## src/rtl/int_to_flt_pkg.sv

```systemverilog
// Shared types and constants for the int16 -> binary16 converter.
// Holds the FSM state encoding, exponent constants and default memory layout.
package int_to_flt_pkg;

  typedef enum logic [2:0] {
    IDLE,
    LOAD,
    SIGN,
    NORM,
    ROUND,
    WR_LO,
    WR_HI,
    DONE
  } state_t;

  localparam int          BIAS        = 15;
  // Exponent for an MSB at bit 14 of the 15-bit magnitude.
  localparam logic [4:0]  EXP_TOP     = 5'(BIAS + 14);
  localparam logic [15:0] MAX_NEG     = 16'h8000;
  localparam logic [15:0] MAX_NEG_FLT = 16'hF800;

  localparam int DFLT_MEM_DEPTH = 256;
  localparam int DFLT_IN_ADDR   = 0;
  localparam int DFLT_OUT_ADDR  = 2;

endpackage

```

## src/rtl/dat_mem.sv

```systemverilog
// Byte-wide data memory: two combinational read ports, one synchronous write port.
// Contents are deliberately not reset.
module dat_mem #(
  parameter int DEPTH = 256,
  parameter int AW    = $clog2(DEPTH)
) (
  input  logic          clk,
  input  logic          we,
  input  logic [AW-1:0] waddr,
  input  logic [7:0]    wdata,
  input  logic [AW-1:0] raddr_a,
  input  logic [AW-1:0] raddr_b,
  output logic [7:0]    rdata_a,
  output logic [7:0]    rdata_b
);

  logic [7:0] mem_core [DEPTH];

  always_ff @(posedge clk) begin
    if (we) begin
      mem_core[waddr] <= wdata;
    end
  end

  assign rdata_a = mem_core[raddr_a];
  assign rdata_b = mem_core[raddr_b];

endmodule

```

## src/rtl/int_to_flt.sv

```systemverilog
// Converts a 16-bit two's-complement integer held in data_mem1 into IEEE-754
// binary16, writing the result back to the same memory; start/done handshake.
module int_to_flt
  import int_to_flt_pkg::*;
#(
  parameter int MEM_DEPTH = DFLT_MEM_DEPTH,
  parameter int IN_ADDR   = DFLT_IN_ADDR,
  parameter int OUT_ADDR  = DFLT_OUT_ADDR
) (
  input  logic clk,
  input  logic reset,
  input  logic start,
  output logic done
);

  localparam int AW = $clog2(MEM_DEPTH);

  state_t state_reg, state_next;

  logic          start_prev_reg;
  logic [15:0]   word_reg;
  logic [14:0]   m_reg;
  logic [4:0]    exp_reg;
  logic          s_reg;
  logic          special_reg;
  logic [15:0]   res_reg;

  logic          mem_we;
  logic [AW-1:0] mem_waddr;
  logic [7:0]    mem_wdata;
  logic [7:0]    rd_lo;
  logic [7:0]    rd_hi;

  dat_mem #(
    .DEPTH (MEM_DEPTH),
    .AW    (AW)
  ) data_mem1 (
    .clk     (clk),
    .we      (mem_we),
    .waddr   (mem_waddr),
    .wdata   (mem_wdata),
    .raddr_a (AW'(IN_ADDR)),
    .raddr_b (AW'(IN_ADDR + 1)),
    .rdata_a (rd_lo),
    .rdata_b (rd_hi)
  );

  // Zero and the most-negative value bypass normalisation entirely.
  logic        is_special;
  logic [14:0] mag;
  assign is_special = (word_reg == 16'h0000) || (word_reg == MAX_NEG);
  assign mag        = ~word_reg[14:0] + 15'd1;

  // Round-to-nearest-even on the normalised magnitude.
  logic        round_up;
  logic [11:0] sig_ext;
  logic [4:0]  exp_rnd;
  logic [9:0]  mant_rnd;
  assign round_up = m_reg[3] && (m_reg[4] || (|m_reg[2:0]));
  assign sig_ext  = {1'b0, m_reg[14:4]} + {11'd0, round_up};
  assign exp_rnd  = sig_ext[11] ? exp_reg + 5'd1 : exp_reg;
  assign mant_rnd = sig_ext[11] ? 10'd0 : sig_ext[9:0];

  always_ff @(posedge clk or posedge reset) begin
    if (reset) begin
      state_reg <= IDLE;
    end else begin
      state_reg <= state_next;
    end
  end

  always_comb begin
    state_next = state_reg;
    if (start) begin
      state_next = IDLE;
    end else begin
      case (state_reg)
        IDLE:    if (start_prev_reg) state_next = LOAD;
        LOAD:    state_next = SIGN;
        SIGN:    state_next = is_special ? ROUND : NORM;
        NORM:    if (m_reg[14]) state_next = ROUND;
        ROUND:   state_next = WR_LO;
        WR_LO:   state_next = WR_HI;
        WR_HI:   state_next = DONE;
        DONE:    state_next = DONE;
        default: state_next = IDLE;
      endcase
    end
  end

  always_comb begin
    done      = (state_reg == DONE);
    mem_we    = (state_reg == WR_LO) || (state_reg == WR_HI);
    mem_waddr = (state_reg == WR_HI) ? AW'(OUT_ADDR + 1) : AW'(OUT_ADDR);
    mem_wdata = (state_reg == WR_HI) ? res_reg[15:8] : res_reg[7:0];
  end

  always_ff @(posedge clk or posedge reset) begin
    if (reset) begin
      start_prev_reg <= 1'b0;
      word_reg       <= '0;
      m_reg          <= '0;
      exp_reg        <= '0;
      s_reg          <= 1'b0;
      special_reg    <= 1'b0;
      res_reg        <= '0;
    end else begin
      start_prev_reg <= start;
      case (state_reg)
        LOAD: word_reg <= {rd_hi, rd_lo};
        SIGN: begin
          s_reg       <= word_reg[15];
          exp_reg     <= EXP_TOP;
          special_reg <= is_special;
          m_reg       <= word_reg[15] ? mag : word_reg[14:0];
        end
        NORM: begin
          if (!m_reg[14]) begin
            m_reg   <= {m_reg[13:0], 1'b0};
            exp_reg <= exp_reg - 5'd1;
          end
        end
        ROUND: begin
          if (special_reg) begin
            res_reg <= (word_reg == 16'h0000) ? 16'h0000 : MAX_NEG_FLT;
          end else begin
            res_reg <= {s_reg, exp_rnd, mant_rnd};
          end
        end
        default: ;
      endcase
    end
  end

endmodule

```

## config.mk

```make
export PLATFORM = sky130hd
export DESIGN_NAME = int_to_flt
export DESIGN_NICKNAME = d
export VERILOG_FILES = /design/src/rtl/int_to_flt_pkg.sv /design/src/rtl/dat_mem.sv /design/src/rtl/int_to_flt.sv
export SDC_FILE = /design/constraint.sdc
export NUM_CORES = 1
export LEC_CHECK = 0
export BUFFER_PORTS_ARGS = -buffer_cell sky130_fd_sc_hd__buf_2
export CORE_AREA = 5 5 42 44
export CTS_CLUSTER_SIZE = 30
export DETAILED_ROUTE_END_ITERATION = 12
export DIE_AREA = 0 0 47 49
export GPL_ROUTABILITY_DRIVEN = 0
export HOLD_SLACK_MARGIN = 0.12
export PLACE_DENSITY_LB_ADDON = 0.12
export SLEW_MARGIN = 10
export SYNTH_ARGS = -nofsm -noshare
export SYNTH_HDL_FRONTEND = slang
export SYNTH_SLANG_ARGS = --single-unit
```

## constraint.sdc

```tcl
create_clock -name clk -period 1.5 [get_ports clk]
set_input_delay 0.225 -clock clk [delete_from_list [all_inputs] [get_ports clk]]
set_output_delay 0.225 -clock clk [all_outputs]
set_load 0.02 [all_outputs]
```

# Word level (Yosys, flattened, before mapping)

Memory sizes are Yosys's and may differ from the RTL's. A register that Yosys moved wholly into a read port is not among the register bits.
Index checks and enable logic that the tools add are counted.

Memories: 1
Input port bits: 3
Memory bits (writable): 2,048
Bits in registers: 42
Output and inout port bits: 1
Word-level logic and storage cells: 54

Memories:

| name               | words | bits a word | rd ports | clocked after Yosys merged registers in | wr ports | RTL line      | source |
|---|---|---|---|---|---|---|---|
| data_mem1.mem_core | 256   | 8           | 2        | 2                                       | 1        | dat_mem.sv:17 | `logic [7:0] mem_core [DEPTH];` |

Multiplexer cells: 18
$add $sub $neg: 4
Equal/unequal tests: 11
Reductions and logical operators: 11
Bitwise logic cells: 1

Operator list:

| kind                                                               | count |
|---|---|
| 16-bit two-way mux                                                 | 2 |
| 15-bit two-way mux                                                 | 2 |
| 15-bit one-hot mux with 2 select lines                             | 1 |
| 3-bit one-hot mux with 7 select lines                              | 1 |
| 16-bit == test, second input constant                              | 1 |
| 16-bit zero test                                                   | 1 |
| 15-bit by 1-bit adder with 15-bit output, second input constant    | 1 |
| 15-bit NOT                                                         | 1 |
| 11-bit by 1-bit adder with 12-bit output                           | 1 |
| 3-bit == test, second input constant                               | 4 |
| 3-bit two-way mux                                                  | 4 |
| 10-bit two-way mux                                                 | 1 |
| 5-bit two-way mux                                                  | 2 |
| 5-bit one-hot mux with 2 select lines                              | 1 |
| 8-bit two-way mux                                                  | 1 |
| 3-bit by 2-bit == test with 1-bit output, second input constant    | 2 |
| 3-bit != test, second input constant                               | 2 |
| 5-bit by 1-bit adder with 5-bit output, second input constant      | 1 |
| 5-bit by 1-bit subtractor with 5-bit output, second input constant | 1 |
| 2-bit AND reduction                                                | 2 |
| 3-bit by 1-bit == test with 1-bit output, second input constant    | 1 |
| 3-bit zero test                                                    | 1 |
| 1-bit logical OR                                                   | 3 |
| 1-bit two-way mux                                                  | 3 |
| other kinds (5)                                                    | 5 |

# Logic depth before layout (Yosys ltp)

Depth after elaboration: 6
Depth in mapped cells: 4
Gate-level depth less buffers: 3

# By module

From an unflattened synthesis, not the netlist that was laid out.

Cell total of the unflattened synthesis: 5,155
Area total of the unflattened synthesis: 99,754.4 µm²

By module, submodules not included:

| module     | area an instance (µm²) | cells each | sequential area each (µm²) | instances |
|---|---|---|---|---|
| dat_mem    | 96,652.7               | 4,831      | 61,499.0                   | 1 |
| int_to_flt | 3,101.7                | 324        | 1,451.4                    | 1 |

# Worst setup path before layout

Ideal clock, no wire load.

Path type: register to register
Start: register state_reg[0]
End: register m_reg[13]
Arrival time: 1,069 ps
Period minus slack after synthesis: 1,190 ps
Path buffers: 1
Setup slack: 310 ps
Setup time: 121 ps
Stages on the path, launching flop included: 5
Required time: 1,379 ps
Cell sequence: dfrtp_1 > and2_1 > nand2b_1 > buf_6 > a22o_1

Longest elaborated chain between the ends: 3
Elaborated cells between the ends (all ways): 6
Those cells by class: 3 x eq/ne; 1 x mux; 2 x reduce/logical

RTL lines:

| element                                                       | RTL line          | source |
|---|---|---|
| start: declaration                                            | int_to_flt.sv:18  | `state_t state_reg, state_next;` |
| start signal: assignment                                      | int_to_flt.sv:68  | `state_reg <= state_next;` |
| 3-bit by 2-bit == test with 1-bit output                      | int_to_flt.sv:109 | `case (state_reg)` |
| 2-bit != test (no line) or 2-bit nonzero test (tied branches) | -                 |  |
| 2-bit AND reduction (no line)                                 | -                 |  |
| end signal: assignment                                        | int_to_flt.sv:115 | `m_reg <= word_reg[15] ? mag : word_reg[14:0];` |
| end signal: assignment                                        | int_to_flt.sv:119 | `m_reg <= {m_reg[13:0], 1'b0};` |
| end: declaration                                              | int_to_flt.sv:22  | `logic [14:0] m_reg;` |

Parallel ways exist; a longest one is shown, timed or not.
A chain may end at the register's enable or synchronous reset.

# Final worst setup path

Start: register state_reg[0]
End: output port done

Longest elaborated chain between the ends: 1

RTL lines:

| element          | RTL line         | source |
|---|---|---|
| 3-bit == test    | int_to_flt.sv:92 | `done = (state_reg == DONE);` |
| end: declaration | int_to_flt.sv:13 | `output logic done` |

Every way passes these cells.

==> flow_summary_export.csv <==
group,metric,value,unit
status,run_status,"complete, no violations",
routing,firstDrtPassIters,3,
clock_network,postCtsSetupRepairBufs,0,
critical_path,crit_fanout,7,
critical_path,path_class,"reg2out",
clock_network,clock_path_buffers,2,
logic_synthesis,yosys-top-cells-area,"dfrtp_1 (65%), a22o_1 (13%), nand2b_1 (3.6%)",
sta,period_share,92.7,%
clock_network,clk_pin_slew_worst_paths,0.09,ns
clock_network,htreeDepth,1,
logic_synthesis,synth_nets,59,
logic_synthesis,netlist_top_cells_count,"dfrtp_1 (18), a22o_1 (10), nand2b_1 (4), nor2_1 (4), o21ai_0 (4)",
layout,nNetsFinal,70,
grt,grt_busiest_layer,"met1",
routing,drtAntennaViolNets,0,
grt,met3_usage,5.54,%
sta,fin_skew,0.00734,ns
grt,use_met2,14.5,%
routing,wl_per_cell,13.6,um
power_and_ir_drop,p_leak,0.378,nW
sta,hold_violations,0,
routing,vias_per_cell,5.23,
logic_synthesis,synth_edf_count,0,
routing,drtIter0Drc,8,
placement,portBuffers,3,
clock_network,cts_buffers,3,
sta,rsz0062_at_grt,"false",
layout,largest_reg_flops,14,
critical_path,cp-start-kind,"flip-flop",
logic_synthesis,synth_top_area_share,64.6,%
routing,dr_total_vias,424,
layout,drive_gt1_share,15.4,%
logic_synthesis,synth_mux_area_share,0,%
grt,gr-total-overflow,0,
floorplanning,start_util,49.7,%
logic_synthesis,syn_area,697,um^2
sta,slew_headroom,74.4,%
layout,syn_to_final_growth,11.7,%
critical_path,required,1.27,ns
floorplanning,fp.dieH,49,um
hold_path,hold_class,"in2async",
routing,routed_wl,1100,um
logic_synthesis,synth_most_common_cell,"dfrtp_1",
sta,slew_viol_final,0,
logic_synthesis,synth_top_family_by_area,"compound AO/OA/AOI/OAI gates",
grt,grt_usage,11.4,%
grt,grt_pass1_wl,1860,um
logic_synthesis,ys_types,17,
logic_synthesis,yosys_warnings,0,
routing,drc,0,
floorplanning,core_area,1400,um^2
critical_path,end_kind,"primary output",
logic_synthesis,ys_seq_area_share,64.6,%
logic_synthesis,synth_cells,56,
layout,diodes,0,
sta,setup_tns,0,ns
layout,fill_cells,118,
sta,finalSetupViolCount,0,
logic_synthesis,ys.flop_type,"dfrtp_1",
sta,tightestPinTransition,0.383,ns
sta,fmax,719,MHz
clock_network,root_buffer,"clkbuf_4",
grt,antenna_found_initial,0,
flow_run,max_cap_violations,0,
logic_synthesis,synth-xor-area-share,0,%
clock_network,clk-insertion-delay-late,0.28,ns
clock_network,cts_tree,"built",
logic_synthesis,yosys.area.top_type,"dfrtp_1",
grt,grt_use_met1,17.2,%
power_and_ir_drop,power_density,1000,nW/um^2
logic_synthesis,syn_area_per_cell,12.4,um^2
floorplanning,io_pins,4,
grt,grt_pass1_vias,428,
critical_path,worst_ep_arrival_time,1.17,ns
logic_synthesis,synth_compound_area_share,19.4,%
logic_synthesis,synth_adder_area_share,0,%
sta,fin_crit,1.39,ns
critical_path,reg2reg_slack,0.15,ns
clock_network,cts.sinks,18,
logic_synthesis,synth-simple-area-share,13.8,%
floorplanning,row_count,14,
logic_synthesis,ys_ff_latch,18,
placement,dp_hpwl,774,um
grt,grt_start_max_net_pins,19,
logic_synthesis,async_flop_share,100,%
power_and_ir_drop,vdd_drop_max,0.000641,V
power_and_ir_drop,total_power,0.779,mW
floorplanning,die_w,47,um
floorplanning,die_area,2300,um^2
==> worst max-delay path, stage by stage, from the launching register on <==
cell	delay (ns)
dfrtp_1	0.39
buf_4	0.16
and3_1	0.18
buf_2	0.15
==> layout by cell type (no fill, tap or decap), types with 2 or more instances in the layout <==
cell type      count
o21ai_0            4
nor2_1             4
a22o_1            10
buf_4              2
nand2_1            3
clkbuf_4           3
a21oi_1            2
dlygate4sd3_1      2
nand2b_1           4
and2_1             2
dfrtp_1           18
buf_2              3
==> worst paths after layout <==
kind / cells past startpoint / start / endpoint
max: 3 / state_reg[0] / done
min: 4 / reset / m_reg[13]
max reg2reg: 3 / state_reg[2] / m_reg[6]
min reg2reg: 1 / m_reg[1] / m_reg[1]
max in group asynchronous: 4 / reset / m_reg[2]
min in group clk: 1 / m_reg[1] / m_reg[1]
==> report_power, final <==
| part | internal (mW) | switching, mW |
|---|---|---|
| clock | 0.0931 | 0.123 |
| combinational | 0.0231 | 0.0382 |
| sequential | 0.493 | 0.00884 |
| total | 0.609 | 0.170 |
==> area by class of cell <==
| type | count | area [um^2] | area share, % |
|---|---|---|---|
| Tap cell | 16 | 20.0 | 2.57 |
| Multi-Input combinational cell | 36 | 231 | 29.7 |
| Inverter | 1 | 3.75 | 0.482 |
| Sequential cell | 18 | 450 | 57.9 |
| Clock buffer | 3 | 22.5 | 2.89 |
| Timing Repair Buffer | 7 | 50.0 | 6.43 |
==> through the flow <==
step / utilization [%] / hold WS [ns] / cells / setup WS (ns) / area (um^2)
3_3_place_gp: 52.5 / 0.248 / 76 / 0.171 / 736
5_1_grt: 55.5 / 0.519 / 81 / 0.0613 / 778
3_5_place_dp: 52.5 / 0.247 / 76 / 0.167 / 736
2_1_floorplan: - / 0.164 / 56 / 0.310 / 697
4_1_cts: 55.5 / 0.486 / 81 / 0.103 / 778
6_report: 55.5 / 0.488 / 81 / 0.109 / 778
==> logic make-up after synthesis <==
kind of cell | count (synthesis)
flops | 18
compound gates | 18
buf+inv | 2
simple gates | 18
==> repair_timing <==
action | CTS | global route
hold buffers | 2 | 0
endpoints found under the hold margin | 19 | 0
gates resized for setup | 0 | 0
==> layer usage <==
metal  vias up  share of wire [%]
met4         0               0.82
met1       197                 52
li1        220                  -
met3         2                4.5
met5         -                  0
met2         5                 43
(Power assumes the default switching activity.)
